## src/rtl/divider_pkg.sv

```systemverilog
// Shared ALU definitions: default operand width, function codes and the
// divider state encoding used by the divider and its iteration step.
package divider_pkg;

  localparam int ALU_WIDTH = 32;

  localparam logic [5:0] FUNCT_MULT  = 6'b011000;
  localparam logic [5:0] FUNCT_MULTU = 6'b011001;
  localparam logic [5:0] FUNCT_DIV   = 6'b011010;
  localparam logic [5:0] FUNCT_DIVU  = 6'b011011;

  typedef enum logic [1:0] {
    IDLE = 2'd0,
    RUN  = 2'd1,
    DONE = 2'd2
  } div_state_e;

  // Multiply codes belong to the multiplier unit, never to the divider.
  function automatic logic is_mul_funct(input logic [5:0] funct);
    return (funct == FUNCT_MULT) || (funct == FUNCT_MULTU);
  endfunction

endpackage

```

## src/rtl/divider_step.sv

```systemverilog
// One restoring-division iteration: shift the next dividend bit into the
// partial remainder, then subtract the divisor if it fits.
module div_step
  import divider_pkg::*;
#(
  parameter int WIDTH = ALU_WIDTH
) (
  input  logic [WIDTH-1:0] i_rem,
  input  logic             i_dividend_msb,
  input  logic [WIDTH-1:0] i_divisor,
  output logic [WIDTH-1:0] o_rem,
  output logic             o_q_bit
);

  logic [WIDTH:0]   w_shifted;
  logic [WIDTH-1:0] w_diff;

  assign w_shifted = {i_rem, i_dividend_msb};
  assign o_q_bit   = (w_shifted >= {1'b0, i_divisor});

  // Only used when the divisor fits, so the true difference is below the
  // divisor and the dropped top bit cannot matter.
  assign w_diff = w_shifted[WIDTH-1:0] - i_divisor;
  assign o_rem  = o_q_bit ? w_diff : w_shifted[WIDTH-1:0];

endmodule

```

## src/rtl/divider.sv

```systemverilog
// Multi-cycle unsigned restoring divider: one quotient bit per clock,
// result {remainder, quotient} held until the next completion.
module divider
  import divider_pkg::*;
#(
  parameter int         WIDTH      = ALU_WIDTH,
  parameter logic [5:0] DIVU_FUNCT = FUNCT_DIVU
) (
  input  logic                 clk,
  input  logic                 reset,
  input  logic                 start,
  input  logic [5:0]           Signal,
  input  logic [WIDTH-1:0]     dataA,
  input  logic [WIDTH-1:0]     dataB,
  output logic [2*WIDTH-1:0]   dataOut,
  output logic                 busy,
  output logic                 done,
  output logic                 divZero
);

  localparam int CW = $clog2(WIDTH + 1);

  div_state_e r_state, w_state_next;

  logic [WIDTH-1:0]   r_dividend, r_divisor, r_rem, r_quot;
  logic [CW-1:0]      r_count;
  logic [2*WIDTH-1:0] r_data_out;
  logic               r_div_zero;

  logic               w_accept, w_last, w_q_bit;
  logic [WIDTH-1:0]   w_rem_next;

  assign w_accept = start && (Signal == DIVU_FUNCT) && (r_state != RUN);
  assign w_last   = (r_count == CW'(WIDTH - 1));

  div_step #(.WIDTH(WIDTH)) u_step (
    .i_rem          (r_rem),
    .i_dividend_msb (r_dividend[WIDTH-1]),
    .i_divisor      (r_divisor),
    .o_rem          (w_rem_next),
    .o_q_bit        (w_q_bit)
  );

  always_comb begin
    // NOTE: default assigned first so every path drives w_state_next; no latch.
    w_state_next = r_state;
    case (r_state)
      IDLE:    if (w_accept) w_state_next = RUN;
      RUN:     if (w_last)   w_state_next = DONE;
      DONE:    w_state_next = w_accept ? RUN : IDLE;
      default: w_state_next = IDLE;
    endcase
  end

  always_ff @(posedge clk) begin
    // NOTE: non-blocking so every register samples pre-edge values.
    if (reset) r_state <= IDLE;
    else       r_state <= w_state_next;
  end

  // Architectural state visible at the ports, cleared by reset.
  always_ff @(posedge clk) begin
    if (reset) begin
      r_count    <= '0;
      r_data_out <= '0;
      r_div_zero <= 1'b0;
    end else if (w_accept) begin
      r_count <= '0;
    end else if (r_state == RUN) begin
      r_count <= r_count + 1'b1;
      if (w_last) begin
        r_data_out <= {w_rem_next, r_quot[WIDTH-2:0], w_q_bit};
        r_div_zero <= (r_divisor == '0);
      end
    end
  end

  // NOTE: working registers carry no reset; acceptance always loads them before use.
  always_ff @(posedge clk) begin
    if (w_accept) begin
      r_dividend <= dataA;
      r_divisor  <= dataB;
      r_rem      <= '0;
      r_quot     <= '0;
    end else if (r_state == RUN) begin
      r_dividend <= {r_dividend[WIDTH-2:0], 1'b0};
      r_rem      <= w_rem_next;
      r_quot     <= {r_quot[WIDTH-2:0], w_q_bit};
    end
  end

  assign dataOut = r_data_out;
  assign busy    = (r_state == RUN);
  assign done    = (r_state == DONE);
  assign divZero = r_div_zero;

endmodule

```

## config.mk

```make
export PLATFORM = sky130hd
export DESIGN_NAME = divider
export DESIGN_NICKNAME = d
export VERILOG_FILES = /design/src/rtl/divider_pkg.sv /design/src/rtl/divider_step.sv /design/src/rtl/divider.sv
export SDC_FILE = /design/constraint.sdc
export NUM_CORES = 1
export LEC_CHECK = 0
export ABC_AREA = 1
export ABC_CLOCK_PERIOD_IN_PS = 2800
export BUFFER_PORTS_ARGS = -buffer_cell sky130_fd_sc_hd__buf_2
export CAP_MARGIN = 15
export CORE_MARGIN = 5
export CORE_UTILIZATION = 58
export DETAILED_ROUTE_END_ITERATION = 10
export PLACE_DENSITY = 0.8
export SLEW_MARGIN = 20
export SYNTH_ARGS = -nofsm -noshare
export SYNTH_HDL_FRONTEND = slang
export SYNTH_SLANG_ARGS = --single-unit
```

## constraint.sdc

```tcl
create_clock -name clk -period 2.8 [get_ports clk]
set_input_delay 0.28 -clock clk [delete_from_list [all_inputs] [get_ports clk]]
set_output_delay 0.28 -clock clk [all_outputs]
set_load 0.02 [all_outputs]
```

# After elaboration in Yosys (flattened, before gate mapping)

Cells that the tools add are included.

Register bits: 200
Input port bits: 73
Output and inout port bits: 67
Logic and storage cells: 34

$add $sub $neg: 2
$lt $le $gt $ge: 1
Eq/ne operators: 7
Mux-type cells: 7
Bitwise operators: 1
Reduce and logical (&&, ||, !) cells: 8

Operators by type and width:

| kind                                                             | number |
|---|---|
| 32-bit 2-to-1 mux                                                | 3 |
| 33-bit by 32-bit >= comparator with 1-bit output                 | 1 |
| 32-bit zero test                                                 | 1 |
| 32-bit subtractor                                                | 1 |
| 6-bit by 5-bit == test with 1-bit output (second input constant) | 2 |
| 6-bit by 1-bit adder with 6-bit output (second input constant)   | 1 |
| 2-bit case mux with 3 select lines                               | 1 |
| 2-bit 2-to-1 mux                                                 | 2 |
| 2-bit by 1-bit != test with 1-bit output (second input constant) | 2 |
| 3-bit AND reduction                                              | 1 |
| 2-bit by 1-bit == test with 1-bit output (second input constant) | 1 |
| 2-bit == test (second input constant)                            | 1 |
| 1-bit logical AND                                                | 2 |
| 2-bit zero test                                                  | 1 |
| 2-bit != test (second input constant)                            | 1 |
| 2-bit AND reduction                                              | 1 |
| 2-bit nonzero test                                               | 1 |
| 2-bit OR reduction                                               | 1 |
| 1-bit 2-to-1 mux                                                 | 1 |
| 1-bit inverter                                                   | 1 |

# Depth between registers and ports, before layout

Depth after elaboration: 5
Gate-level depth with buffers: 18
Gate-level depth less buffers: 17

# Cells and area by module

From an unflattened synthesis, not the netlist that was laid out.

Cell total of the unflattened synthesis: 1520
Area, all modules: 10711.5 sq um

By module, submodules not included:

| module   | instances | cells each | area an instance (sq um) |
|---|---|---|---|
| divider  | 1         | 868        | 7522.2 |
| div_step | 1         | 652        | 3189.3 |

# Least setup slack after synthesis

Ideal clock, no wire load.

Path type: register to register
Start point: reg r_state[1]
End point: reg r_divisor[0], enable pin
Arrival: 1979 ps
Data required time: 2391 ps
Setup slack: 412 ps
Stages on the path, launching flop included: 6
Clock period less this slack: 2388 ps
Path through: dfxtp_1 > inv_1 > nand2_1 > clkinv_1 > nor2_1 > clkbuf_1

Cells in the longest elaborated chain, start to end: 2

Ends and longest elaborated chain:

| element                                  | line          | source |
|---|---|---|
| start: declaration                       | divider.sv:23 | `div_state_e r_state, w_state_next;` |
| start signal: assignment                 | divider.sv:58 | `else r_state <= w_state_next;` |
| 2-bit by 1-bit != test with 1-bit output | divider.sv:33 | `assign w_accept = start && (Signal == DIVU_FUNCT) && (r_state != RUN);` |
| 1-bit logical AND                        | divider.sv:33 |  |
| net w_accept                             | divider.sv:30 | `logic w_accept, w_last, w_q_bit;` |
| end signal: assignment                   | divider.sv:82 | `r_divisor <= dataB;` |
| end: declaration                         | divider.sv:25 | `logic [WIDTH-1:0] r_dividend, r_divisor, r_rem, r_quot;` |

The timed path passes the listed nets, and every way through them passes these cells.
A chain may end at the register's enable or synchronous reset.

# Worst setup path in the final report

Start point: reg r_divisor[3]
End point: reg r_data_out[54] (netlist: dataOut[54])

Cells in the longest elaborated chain, start to end: 2
Elaborated cells between the ends (all ways): 3
Those cells by class: add/sub (1); order compare (1); mux (1)

Ends and longest elaborated chain:

| element                                                                               | line                                   | source |
|---|---|---|
| 32-bit subtractor or 33-bit by 32-bit >= comparator with 1-bit output (tied branches) | divider_step.sv:23, divider_step.sv:19 |  |
| 32-bit 2-to-1 mux *                                                                   | divider_step.sv:24                     | `assign o_rem = o_q_bit ? w_diff : w_shifted[WIDTH-1:0];` |
| end signal: assignment                                                                | divider.sv:72                          | `r_data_out <= {w_rem_next, r_quot[WIDTH-2:0], w_q_bit};` |
| end: declaration                                                                      | divider.sv:27                          | `logic [2*WIDTH-1:0] r_data_out;` |

Every way passes the cells marked *; elsewhere a longest branch is shown, timed or not.

==> results.md <==
* Crit path arrival time at about 3000 ps
* Layout cells sized above 1 at a little over an eighth
* Row count at 48
* Worst setup SP type: flip-flop
* Slowest-stage cell, CP: ha_1
* Global-route total usage across every layer at between 20% and 30%
* I/O pin cnt at 140
* Slew Viols, Final at 0
* Grt ovf at 0
* Die width at 143 µm
* DRT iter0 DRCs at approximately 720
* Top cell type's share of synthesized area at between 20% and 30%
* Mapped Area at 10300 µm²
* Vias per Instance at 5.18
* Antenna viol nets, final at 0
* Worst Setup Path Type: flip-flop to flip-flop
* Req. time, crit path at between 3000 and 4000 ps
* CTS clk-pin slew, worst paths at ~90 ps
* Vias in the first global route at ~9000
* Resized cells post-CTS at 0
* Syn Area/Cell at about 7.3 µm²
* Yosys reg bits at 200
* Largest net degree at the start of global routing at 50
* ANT cells at 0
* Residual DRC at 0
* Die area at 20500 µm²
* Initial core utilization at between 50% and 60%
* Vias at just over 9000
* Setup crit end kind: flip-flop
* Slew @ Worst Pin at about 930 ps
* Post-Syn Nets at roughly 1500
* Yosys warns at 0
* Multi-input gate area at roughly 4600 µm²
* Die H at 143 µm
* CTS tree: done
* Distinct cells, synth at 35
* VDD IR max at 531 µV
* Max frequency at ~0.39 GHz
* Bufs on Longest Clock Path at 2
* R2R depth at 14
* RSZ-0062 raised after global routing: no
* Type of the worst min-delay path: primary input to flip-flop
* Max-slew headroom at the worst pin at 37.7%
* Reg area at between 4000 and 5000 µm²
* # H-tree levels at 4
* Post-Layout Cell Count at around 1800
* Crit path time final at around 2600 ps
* Final #Nets at around 1700
* Lkg Pwr at approximately 6.6 nW
* CTS root buffer: clkbuf_16
* Clk_skew at between 15 and 20 ps
* Fill cell count at roughly 1500
* Largest stage delay on the critical path at around 420 ps
* Reg2Reg Launch Point: r_divisor[3]
* Worst-path maximum fanout at 33
* Area leader, netlist: dfxtp_1
* Most used cell, CP: nand2_1
* Total CTS buffers at 17
* Drt pass-1 iters at 7
* Mapped Cells at 1420
* DP Wirelength at slightly below 20 mm
* CP endpoint: dataOut[54]
* Worst setup path startpoint: r_divisor[3]
* Flop2flop setup slack at between 200 and 250 ps
* CP cell instances: inv_1 > ha_1 > nand2_1 > nor2_1 > nand3_1 > nand3_2 > nand2_1 > nand2_2 > nand2_2 > nand2_4 > nand3_2 > nand3_1 > nand2_1 > inv_1
* Reg2reg end: dataOut[54]
* Routed WL at between 20 and 30 mm
* Post-DR wirelength/cell at between 15 and 20 µm
* RePlAce Congestion at roughly 0.97
* IO Port Bufs at 139
* Setup violators final at 0
* Post-route setup TNS at 0 ps
* Placed Cells at 1750
* First-pass GRT wire length at approximately 44 mm
* Post-synthesis sequential area ratio at between 40% and 50%
* Initial antenna violation count at 1
* Worst skew pair latency at 450 ps
* Sink Count at 200
* Synth top area cells: dfxtp_1 (26%), nand2_1 (20%), edfxtp_1 (19%)
* Final Cycle Share at 91.5%
* Area delta synth->final at 15.8%
* Max-cap violations at 0
* Core Box Area at ~17000 µm²
* P per Cell Area at 725 nW/µm²
* Outcome: complete, no violations
* Fin. Hold Viols at 0
==> synth_stat cells <==
library cell,instances
o21a_1,16
nor4_2,1
nand2_4,1
fa_1,1
buf_2,12
buf_1,5
nor3_1,6
a21oi_1,20
nand3b_1,7
clkbuf_1,29
inv_2,2
inv_1,230
o21ai_0,19
nand3_1,108
o22ai_1,2
a22oi_1,30
ha_1,33
xnor2_1,1
nand3_2,15
nor2_2,5
buf_6,3
o21ai_1,1
o21bai_1,17
edfxtp_1,64
nand4_1,13
nand2_1,560
nand2_2,2
nor4_1,4
dfxtp_1,136
xor2_1,18
clkinv_1,2
nor2_1,50
and2_1,4
and3_1,2
nor3b_1,1
==> layout make-up <==
cell class                 count  share of cell area, %
sequential                   200                   38.9
clock inverter                15                   1.97
multi-input combinational    937                   38.3
inverter                     234                   7.35
timing repair buffer         161                   7.56
clock buffer                  17                   3.56
tap                          225                   2.36
==> worst max-delay path, delay by kind of cell, from the launching register on <==
family	cells	cell delay, ps
adder cells (fa/ha/maj)	1	420
buffers and inverters	2	100
flip-flops	1	370
AND/OR/NAND/NOR	11	1620
==> report_power, final <==
part	switching (mW)	internal (mW)
clock	1.42	1.30
sequential	0.176	3.16
combinational	1.74	0.865
==> sequential cells by signal, summed over array words and instances, names as in the netlist <==
register	count
r_dividend	32
r_divisor	32
r_count	6
divZero	1
r_quot	31
r_state	2
r_rem	32
dataOut	64
==> per-layer routing <==
| metal | vias up | global-route usage [%] | part of all wire (%) |
|---|---|---|---|
| met3 | 42 | 6.42 | 7.9 |
| met5 | - | 0 | 0.044 |
| met1 | 4212 | 36.3 | 45 |
| met4 | 2 | 7.28 | 2.0 |
| li1 | 4701 | - | - |
| met2 | 314 | 43.7 | 45 |
==> what timing repair did <==
item,in CTS,in global routing
hold endpoints to repair,5,2
hold buffers,5,2
buffers inserted,0,0
==> per-stage QoR <==
stage / worst slack (ps) / hold slack, ps / utilization, % / power [mW] / cell area (µm²)
floorplan: 412 / 349 / - / 5.30 / 10300
global placement: 341 / 450 / 64.6 / 5.90 / 11200
detailed placement: 282 / 454 / 64.6 / 5.93 / 11200
CTS: 254 / 1.92 / 68.7 / 8.66 / 11900
global route: 36.2 / 0.436 / 68.8 / 9.16 / 11900
finish: 239 / 10.9 / 68.8 / 8.66 / 11900
==> logic make-up (layout without fill, tap and decap cells) <==
logic type	Yosys count	after routing	share of synthesized area (%)
compound gates	105	105	6.65
flops	200	200	45.0
simple gates	779	779	31.8
buf+inv	283	427	10.7
fa+ha+maj	34	34	4.20
xor+xnor	19	19	1.61
==> worst min-delay path by stage <==
stage | endpoint | slack (ps) | depth (start not counted) | start
floorplan | dataOut[31] | 350 | 1 | reset
global route | r_divisor[2] | 0.4 | 1 | dataB[2]
finish | r_divisor[22] | 10 | 1 | dataB[22]
detailed placement | dataOut[3] | 450 | 2 | r_quot[2]
CTS | r_divisor[22] | 2 | 1 | dataB[22]
global placement | r_quot[30] | 450 | 2 | r_quot[30]
==> cells in the final DEF, fill, tap and decap left out, types with 4 or more instances in the layout <==
cell	instances
a22oi_1	30
nor2_2	6
o21bai_1	17
buf_4	13
nand3_1	108
o21ai_0	19
dlygate4sd3_1	7
o21a_1	16
and2_1	4
nand4_1	13
nor2_1	48
nand3b_1	7
clkbuf_16	17
edfxtp_1	64
nand3_2	15
nand2_1	560
inv_1	229
nor3_1	6
xor2_1	18
a21oi_1	20
buf_2	139
nor4_1	4
ha_1	33
inv_12	7
dfxtp_1	136
No activity file was read; power rests on OpenSTA's default activity.
